--- config.mk ---
export PLATFORM = sky130hd
export DESIGN_NAME = turfio_din_flat
export DESIGN_NICKNAME = d
export VERILOG_FILES = /design/src/rtl/turfio_din_if.sv /design/src/rtl/turfio_din.sv /design/src/flat_wrapper.sv
export SDC_FILE = /design/constraint.sdc
export NUM_CORES = 1
export LEC_CHECK = 0
export ABC_AREA = 0
export CAP_MARGIN = 10
export CORE_MARGIN = 3
export CORE_UTILIZATION = 30
export CTS_BUF_LIST = sky130_fd_sc_hd__clkbuf_16
export DETAILED_ROUTE_END_ITERATION = 10
export GPL_ROUTABILITY_DRIVEN = 0
export PLACE_DENSITY = 0.57
export SYNTH_ARGS = -nofsm -noshare
export SYNTH_HDL_FRONTEND = slang
export SYNTH_SLANG_ARGS = --single-unit
--- constraint.sdc ---
create_clock -name ifclk_i -period 4.7 [get_ports ifclk_i]
set_input_delay 1.175 -clock ifclk_i [delete_from_list [all_inputs] [get_ports ifclk_i]]
set_output_delay 1.175 -clock ifclk_i [all_outputs]
set_load 0.01 [all_outputs]
--- src/rtl/turfio_din_if.sv ---
// AXI4-Stream byte channel from the TURFIO receive aligner toward the COBS decoder.
interface turfio_din_if;
    logic [7:0] tdata;
    logic       tvalid;
    logic       tready;

    modport master (output tdata, output tvalid, input tready);
    modport slave  (input tdata, input tvalid, output tready);
endinterface

--- src/rtl/turfio_din.sv ---
// Receive-side byte aligner for the SURF->TURFIO link: hunts the training byte in the
// nybble stream, locks one of 8 bit alignments and emits framed bytes on AXI4-Stream.
module turfio_din #(
    parameter logic [7:0]  TRAIN_VALUE = 8'h6A,
    parameter int unsigned LOCK_COUNT  = 8,
    parameter logic        INV_DIN     = 1'b0
) (
    input  logic         ifclk_i,
    input  logic         rst_i,
    input  logic [3:0]   din_i,
    input  logic         train_i,
    turfio_din_if.master m_axis,
    output logic         locked_o,
    output logic [1:0]   offset_o,
    output logic [15:0]  err_count_o,
    output logic         overflow_o
);
    typedef enum logic [1:0] {HUNT, VERIFY, LOCKED} state_t;

    state_t          state, state_next;
    logic [3:0]      din_x, d1, d2;
    logic [11:0]     hist;
    logic [3:0][7:0] win;
    logic            bp;
    logic [7:0]      match_cnt;
    logic            hunt_hit;
    logic [1:0]      hunt_off;
    logic [7:0]      cur_byte;
    logic            byte_ok;
    logic            emit;
    logic            err_hit;

    // Oldest nybble sits in the low bits, so window b starts b bits into the history.
    assign din_x    = din_i ^ {4{INV_DIN}};
    assign hist     = {din_x, d1, d2};
    assign cur_byte = win[offset_o];
    assign byte_ok  = (cur_byte == TRAIN_VALUE);

    // NOTE: every signal written in always_comb gets a default first, so no latch is inferred.
    always_comb begin
        win      = '0;
        hunt_hit = 1'b0;
        hunt_off = 2'd0;
        for (int b = 3; b >= 0; b--) begin
            win[b] = hist[b +: 8];
            if (hist[b +: 8] == TRAIN_VALUE) begin
                hunt_hit = 1'b1;
                hunt_off = 2'(b);
            end
        end
    end

    // NOTE: sequential state uses non-blocking assignments so every register samples pre-edge values.
    always_ff @(posedge ifclk_i) begin
        if (rst_i) begin
            state <= HUNT;
        end else begin
            state <= state_next;
        end
    end

    always_comb begin
        state_next = state;
        unique case (state)
            HUNT: begin
                if (hunt_hit) state_next = VERIFY;
            end
            VERIFY: begin
                if (bp) begin
                    if (!byte_ok)                                state_next = HUNT;
                    else if (match_cnt == 8'(LOCK_COUNT - 1))    state_next = LOCKED;
                end
            end
            LOCKED: begin
                if (bp && train_i && !byte_ok) state_next = HUNT;
            end
            default: state_next = HUNT;
        endcase
    end

    always_comb begin
        locked_o = (state == LOCKED);
        emit     = (state == LOCKED) && bp && !train_i;
        err_hit  = (state == LOCKED) && bp && train_i && !byte_ok;
    end

    always_ff @(posedge ifclk_i) begin
        if (rst_i) begin
            d1            <= '0;
            d2            <= '0;
            bp            <= 1'b0;
            offset_o      <= 2'd0;
            match_cnt     <= '0;
            err_count_o   <= '0;
            overflow_o    <= 1'b0;
            m_axis.tvalid <= 1'b0;
            m_axis.tdata  <= '0;
        end else begin
            d1 <= din_x;
            d2 <= d1;
            bp <= ~bp;

            // A hunt hit re-phases bp so the next byte window lands two cycles later.
            if (state == HUNT && hunt_hit) begin
                offset_o  <= hunt_off;
                bp        <= 1'b0;
                match_cnt <= 8'd1;
            end else if (state == VERIFY && bp && byte_ok) begin
                match_cnt <= match_cnt + 8'd1;
            end

            if (err_hit && err_count_o != 16'hFFFF) err_count_o <= err_count_o + 16'd1;

            m_axis.tvalid <= emit;
            if (emit) m_axis.tdata <= cur_byte;

            // The stream never stalls; a byte offered without tready is dropped and flagged.
            if (m_axis.tvalid && !m_axis.tready) overflow_o <= 1'b1;
        end
    end
endmodule
--- src/flat_wrapper.sv ---
// flat-port wrapper written by rule: the top's interface ports become plain ports
module turfio_din_flat 
#(
    parameter logic [7:0]  TRAIN_VALUE = 8'h6A,
    parameter int unsigned LOCK_COUNT  = 8,
    parameter logic        INV_DIN     = 1'b0
)
  (ifclk_i, rst_i, din_i, train_i, locked_o, offset_o, err_count_o, overflow_o, m_axis_tdata, m_axis_tvalid, m_axis_tready);
  turfio_din_if m_axis_i ();
  input  logic ifclk_i;
  input  logic rst_i;
  input  logic [3:0] din_i;
  input  logic train_i;
  output logic locked_o;
  output logic [1:0] offset_o;
  output logic [15:0] err_count_o;
  output logic overflow_o;
  output wire logic [$bits(m_axis_i.tdata)-1:0] m_axis_tdata;
  output wire logic [$bits(m_axis_i.tvalid)-1:0] m_axis_tvalid;
  input wire logic [$bits(m_axis_i.tready)-1:0] m_axis_tready;
  assign m_axis_tdata = m_axis_i.tdata;
  assign m_axis_tvalid = m_axis_i.tvalid;
  assign m_axis_i.tready = m_axis_tready;
  turfio_din #(.TRAIN_VALUE(TRAIN_VALUE), .LOCK_COUNT(LOCK_COUNT), .INV_DIN(INV_DIN)) u_core (.ifclk_i(ifclk_i), .rst_i(rst_i), .din_i(din_i), .train_i(train_i), .m_axis(m_axis_i), .locked_o(locked_o), .offset_o(offset_o), .err_count_o(err_count_o), .overflow_o(overflow_o));
endmodule
Word level (Yosys, flattened, before mapping)
Index checks and enable logic that the tools add are counted.
Widths: inputs -> output; s select.
{ "word_totals": {"ff_bits": 47, "output_inout_bits": 29, "input_bits": 8} }
{ "classes": {"eq_ne": 13, "bitwise_logic": 1, "reduce_logical": 18, "n_addsub": 2, "order_cmp": 1, "muxes": 18} }
{ "ops": {"columns": ["cell", "count"], "rows": [
  ["$eq 8x7->1 const B", 5],
  ["$mux 2", 9],
  ["$add 16x1->16 const B", 1],
  ["$bmux 8 s2", 1],
  ["$ne 16x16->1 const B", 1],
  ["$logic_and 1x1->1", 11],
  ["$add 8x1->8 const B", 1],
  ["$eq 8x3->1 const B", 1],
  ["$mux 8", 1],
  ["$mux 1", 6],
  ["$ne 2x1->1 const B", 3],
  ["$pmux 2 s3", 1],
  ["$reduce_and 4->1", 1],
  ["$logic_not 1->1", 3],
  ["$lt 2x3->1 const B", 1],
  ["$ne 3x3->1 const B", 1],
  ["$eq 2x1->1 const B", 1],
  ["$eq 2x2->1 const B", 1],
  ["$logic_not 2->1", 1],
  ["$reduce_bool 2->1", 1],
  ["$reduce_or 2->1", 1],
  ["$not 1->1", 1]
]} }

Longest topological paths before layout
{ "logic_depth": {"word_depth": 7, "mapped_depth": 7, "ltp_nobuf": 6} }

Worst setup path before layout
Ideal clock, no wire load.
{ "synth_timing": {"kind": "in2reg", "startpoint": "in din_i[1]", "endpoint": "reg u_core.err_count_o[13]", "slack_ns": 1.785, "arrival_time_ns": 2.792, "cell_stages": 6, "t_required_ns": 4.577, "cell_sequence": "mux4_2 > and4bb_1 > and4_1 > buf_2 > nor4_1 > mux2_1"} }
{ "synth_via": {"elab_chain_cells": 6} }
{ "synth_lines": {"columns": ["item", "line_no", "text"], "rows": [
  ["start: declaration", "flat_wrapper.sv:12", "input logic [3:0] din_i;"],
  ["$bmux 8 s2", "turfio_din.sv:36", "assign cur_byte = win[offset_o];"],
  ["$mux 8 (implied by the code)", "turfio_din.sv:36", null],
  ["$eq 8x7->1", "turfio_din.sv:37", "assign byte_ok = (cur_byte == TRAIN_VALUE);"],
  ["$logic_not 1->1", null, null],
  ["$logic_and 1x1->1", "turfio_din.sv:84", "err_hit = (state == LOCKED) && bp && train_i && !byte_ok;"],
  ["$logic_and 1x1->1", "turfio_din.sv:112", "if (err_hit && err_count_o != 16'hFFFF) err_count_o <= err_count_o + 16'd1;"],
  ["end signal: assignment", "turfio_din.sv:112", null],
  ["end: declaration", "turfio_din.sv:15", "output logic [15:0] err_count_o,"]
]} }
No other way between the ends. The select of a mux whose other input is x is not followed.
A chain may end at the register's enable or synchronous reset.

Worst setup path in the final report
{ "layout_timing": {"startpoint": "in din_i[0]", "endpoint": "reg u_core.err_count_o[15]"} }
Same word-level chain as after synthesis.

==> out/metrics.yaml <==
floorplan:
  dieHeight_um: 96.3
  start_util: 0.314
  die_area_sq_um: 9280
  row_count: 32
  pin_count: 37
  dieWidth_um: 96.3
  core_area_sq_um: 7810
power:
  seqPwrFrac: 0.528
  swShare: 0.212
  switchingPower_w: 0.000164
  leakage_nw: 0.987
  p_int_w: 0.000610
  clock_power_share: 0.431
  comb_power_share: 0.041
  ir_drop_uv: 147
  p_per_area_nw_per_um2: 257
yosys:
  synth_area_sq_um: 2450
  syn_area_per_cell_sq_um: 9.04
  synthFlopType: "dfxtp_1"
  ys_seq_area_frac: 0.384
  synth_edf_count: 0
  ys_types: 43
  syn_inst: 271
  yosysWarnings: 0
  synthArstFlopShare: 0
  syn_nets: 281
  ys_ff_latch: 47
place:
  dp_slack_ns: 0.968
  hpwl_mm: 3.74
  placed_cells: 395
  port_buffers: 36
routing:
  drc: 0
  dr.first_iter.drc_count: 135
  vias_per_cell: 5.20
  ant_nets: 0
  routedWlPerCell_um: 13.3
  routed_wl_mm: 5.37
  first_pass_iters: 4
  vias: 2094
layout:
  drive_above_1_share: 0.0731
  fin_nets: 310
  nFillCells: 802
  num_antenna_cells: 0
  fin_cells: 403
  syn_to_final_growth_pct: 22.8
worst_hold_path:
  worstHoldPathType: "reg -> reg"
clocking:
  cts_hold_buf: 0
  clk_pin_slew_ns: 0.06
  ctsHtreeMaxLevel: 2
  clock-sinks: 47
  post-cts-setup-buffer-count: 0
  cts_tree: "yes"
  clockBufferDepth: 2
  insertion_delay_ns: 0.29
  post_cts_resized: 0
  cts_root_buf: "clkbuf_16"
  cts_buffers: 5
run:
  cap_violations: 0
worst_setup_path:
  end_kind: "flip-flop"
  crit_required_ns: 4.88
  crit_arrival_ns: 3.61
  cp_max_fo: 11
  setup.worst_path.class: "in -> reg"
  start_kind: "input port"
sta:
  clock_skew_ns: 0.00727
  fin_hold_ws_ns: 0.457
  drv_slew: 0
  worst_pin_slew_ns: 0.992
  rsz0062_at_grt: "false"
  fin_crit_ns: 3.43
  setup_tns_ns: 0
  fmax_mhz: 291
  finalCritPeriodShare: 0.731
  hold_violations: 0
  slew_headroom: 0.339
  setup_viol: 0
  setup_slack_ns: 1.27
global_route:
  grt_pass1_wl_mm: 9.33
  grt_pass1_vias: 1899
  antenna_found_initial: 0
  track_usage: 0.126
  grt_overflow_total: 0
  grt_max_degree: 58
outcome:
  status: "completed"
==> power by group through the flow <==
stage	Clock [W]	Sequential, W	Combinational, W
2_1_floorplan	0	0.000414	0.0000228
3_3_place_gp	0	0.000417	0.0000314
3_5_place_dp	0	0.000417	0.0000317
4_1_cts	0.000346	0.000409	0.0000319
5_1_grt	0.000362	0.000409	0.0000356
6_report	0.000334	0.000409	0.0000315
==> cell families (layout without fill, tap and decap cells) <==
logic type | count (synthesis) | count (layout) | share of synthesized area
buffers and inverters | 20 | 50 | 0.0358
multiplexers | 25 | 25 | 0.144
flip-flops | 47 | 47 | 0.384
AND/OR/NAND/NOR | 139 | 139 | 0.336
AO/OA/AOI/OAI | 38 | 38 | 0.0894
adder cells (fa/ha/maj) | 2 | 2 | 0.0102
==> per-stage QoR <==
stage,power [W],area [sq um],utilization
global placement,0.000449,2870,0.368
floorplan,0.000437,2450,-
detailed placement,0.000449,2870,0.368
global route,0.000807,3010,0.385
finish,0.000774,3010,0.385
CTS,0.000786,3010,0.385
==> layout by cell type (no fill, tap or decap), drive strengths merged, types with 6 or more instances in the layout <==
cell           Yosys  layout
nor4               9       9
nor3               8       8
nor2              17      17
nor2b             22      22
inv                5       6
mux2              12      12
a21oi             20      20
mux4               7       7
dfxtp             47      47
nand3             14      14
mux2i              6       6
nand2             30      30
clkdlybuf4s50      0      35
o21ai              8       8
==> final cells by class <==
| type | count | area [sq um] | share of cell area |
|---|---|---|---|
| Tap cell | 102 | 128 | 0.0424 |
| Clock buffer | 5 | 125 | 0.0416 |
| Clock inverter | 3 | 11.3 | 0.00375 |
| Timing Repair Buffer | 37 | 363 | 0.121 |
| Inverter | 5 | 18.8 | 0.00624 |
| Multi-Input combinational cell | 204 | 1420 | 0.472 |
| Sequential cell | 47 | 941 | 0.313 |
==> cells in the mapped netlist (2+ instances only) <==
master    instances  area share
o21ai_0           7       0.014
clkbuf_1          9       0.014
ha_1              2       0.010
nand3_1          14       0.029
or4_1             4       0.012
or3_1             5       0.013
nand3b_1          4       0.012
nor4_1            8       0.020
and4_1            5       0.018
nor4b_2           2       0.012
nand2_1          30       0.046
or4bb_1           3       0.014
dfxtp_1          47        0.38
buf_2             4      0.0082
nor3_1            8       0.016
nor2_1           17       0.026
inv_1             5      0.0077
o31ai_1           4       0.012
mux4_2            7       0.064
nor4bb_1          3       0.012
mux2_1           11       0.051
or3b_2            3       0.011
nor2b_1          22       0.056
a21oi_1          20       0.041
mux2i_1           6       0.025
nand4_1           4       0.010
==> sequential cells by signal, indices dropped and copies added (netlist names) <==
name	flops
u_core.bp	1
u_core.d1	4
u_core.d2	4
u_core.err_count_o	16
u_core.m_axis.tdata	8
u_core.m_axis.tvalid	1
u_core.match_cnt	8
u_core.offset_o	2
u_core.overflow_o	1
u_core.state	2
==> worst paths after layout <==
kind                                             start                      to  slack, ns  depth (start not counted)
worst min-delay path            u_core.m_axis.tdata[3]  u_core.m_axis.tdata[3]       0.46                          2
worst min register to register  u_core.m_axis.tdata[3]  u_core.m_axis.tdata[3]       0.46                          2
worst max register to register      u_core.offset_o[0]  u_core.err_count_o[15]       1.88                          6
worst max-delay path                          din_i[0]  u_core.err_count_o[15]       1.27                          7
==> worst max-delay path: stages <==
cell	delay [ns]
clkdlybuf4s50_1	0.49
mux4_2	0.52
and4bb_1	0.24
and4_1	0.28
buf_4	0.22
nor4_1	0.33
mux2_1	0.35
==> layer usage <==
layer	vias to the layer above	global-route usage	routed length [um]
met2	38	0.194	2440
met4	0	0.0491	84
met1	991	0.172	2640
met5	-	0	0
li1	1058	-	-
met3	7	0.0281	200
(Power assumes the default switching activity.)
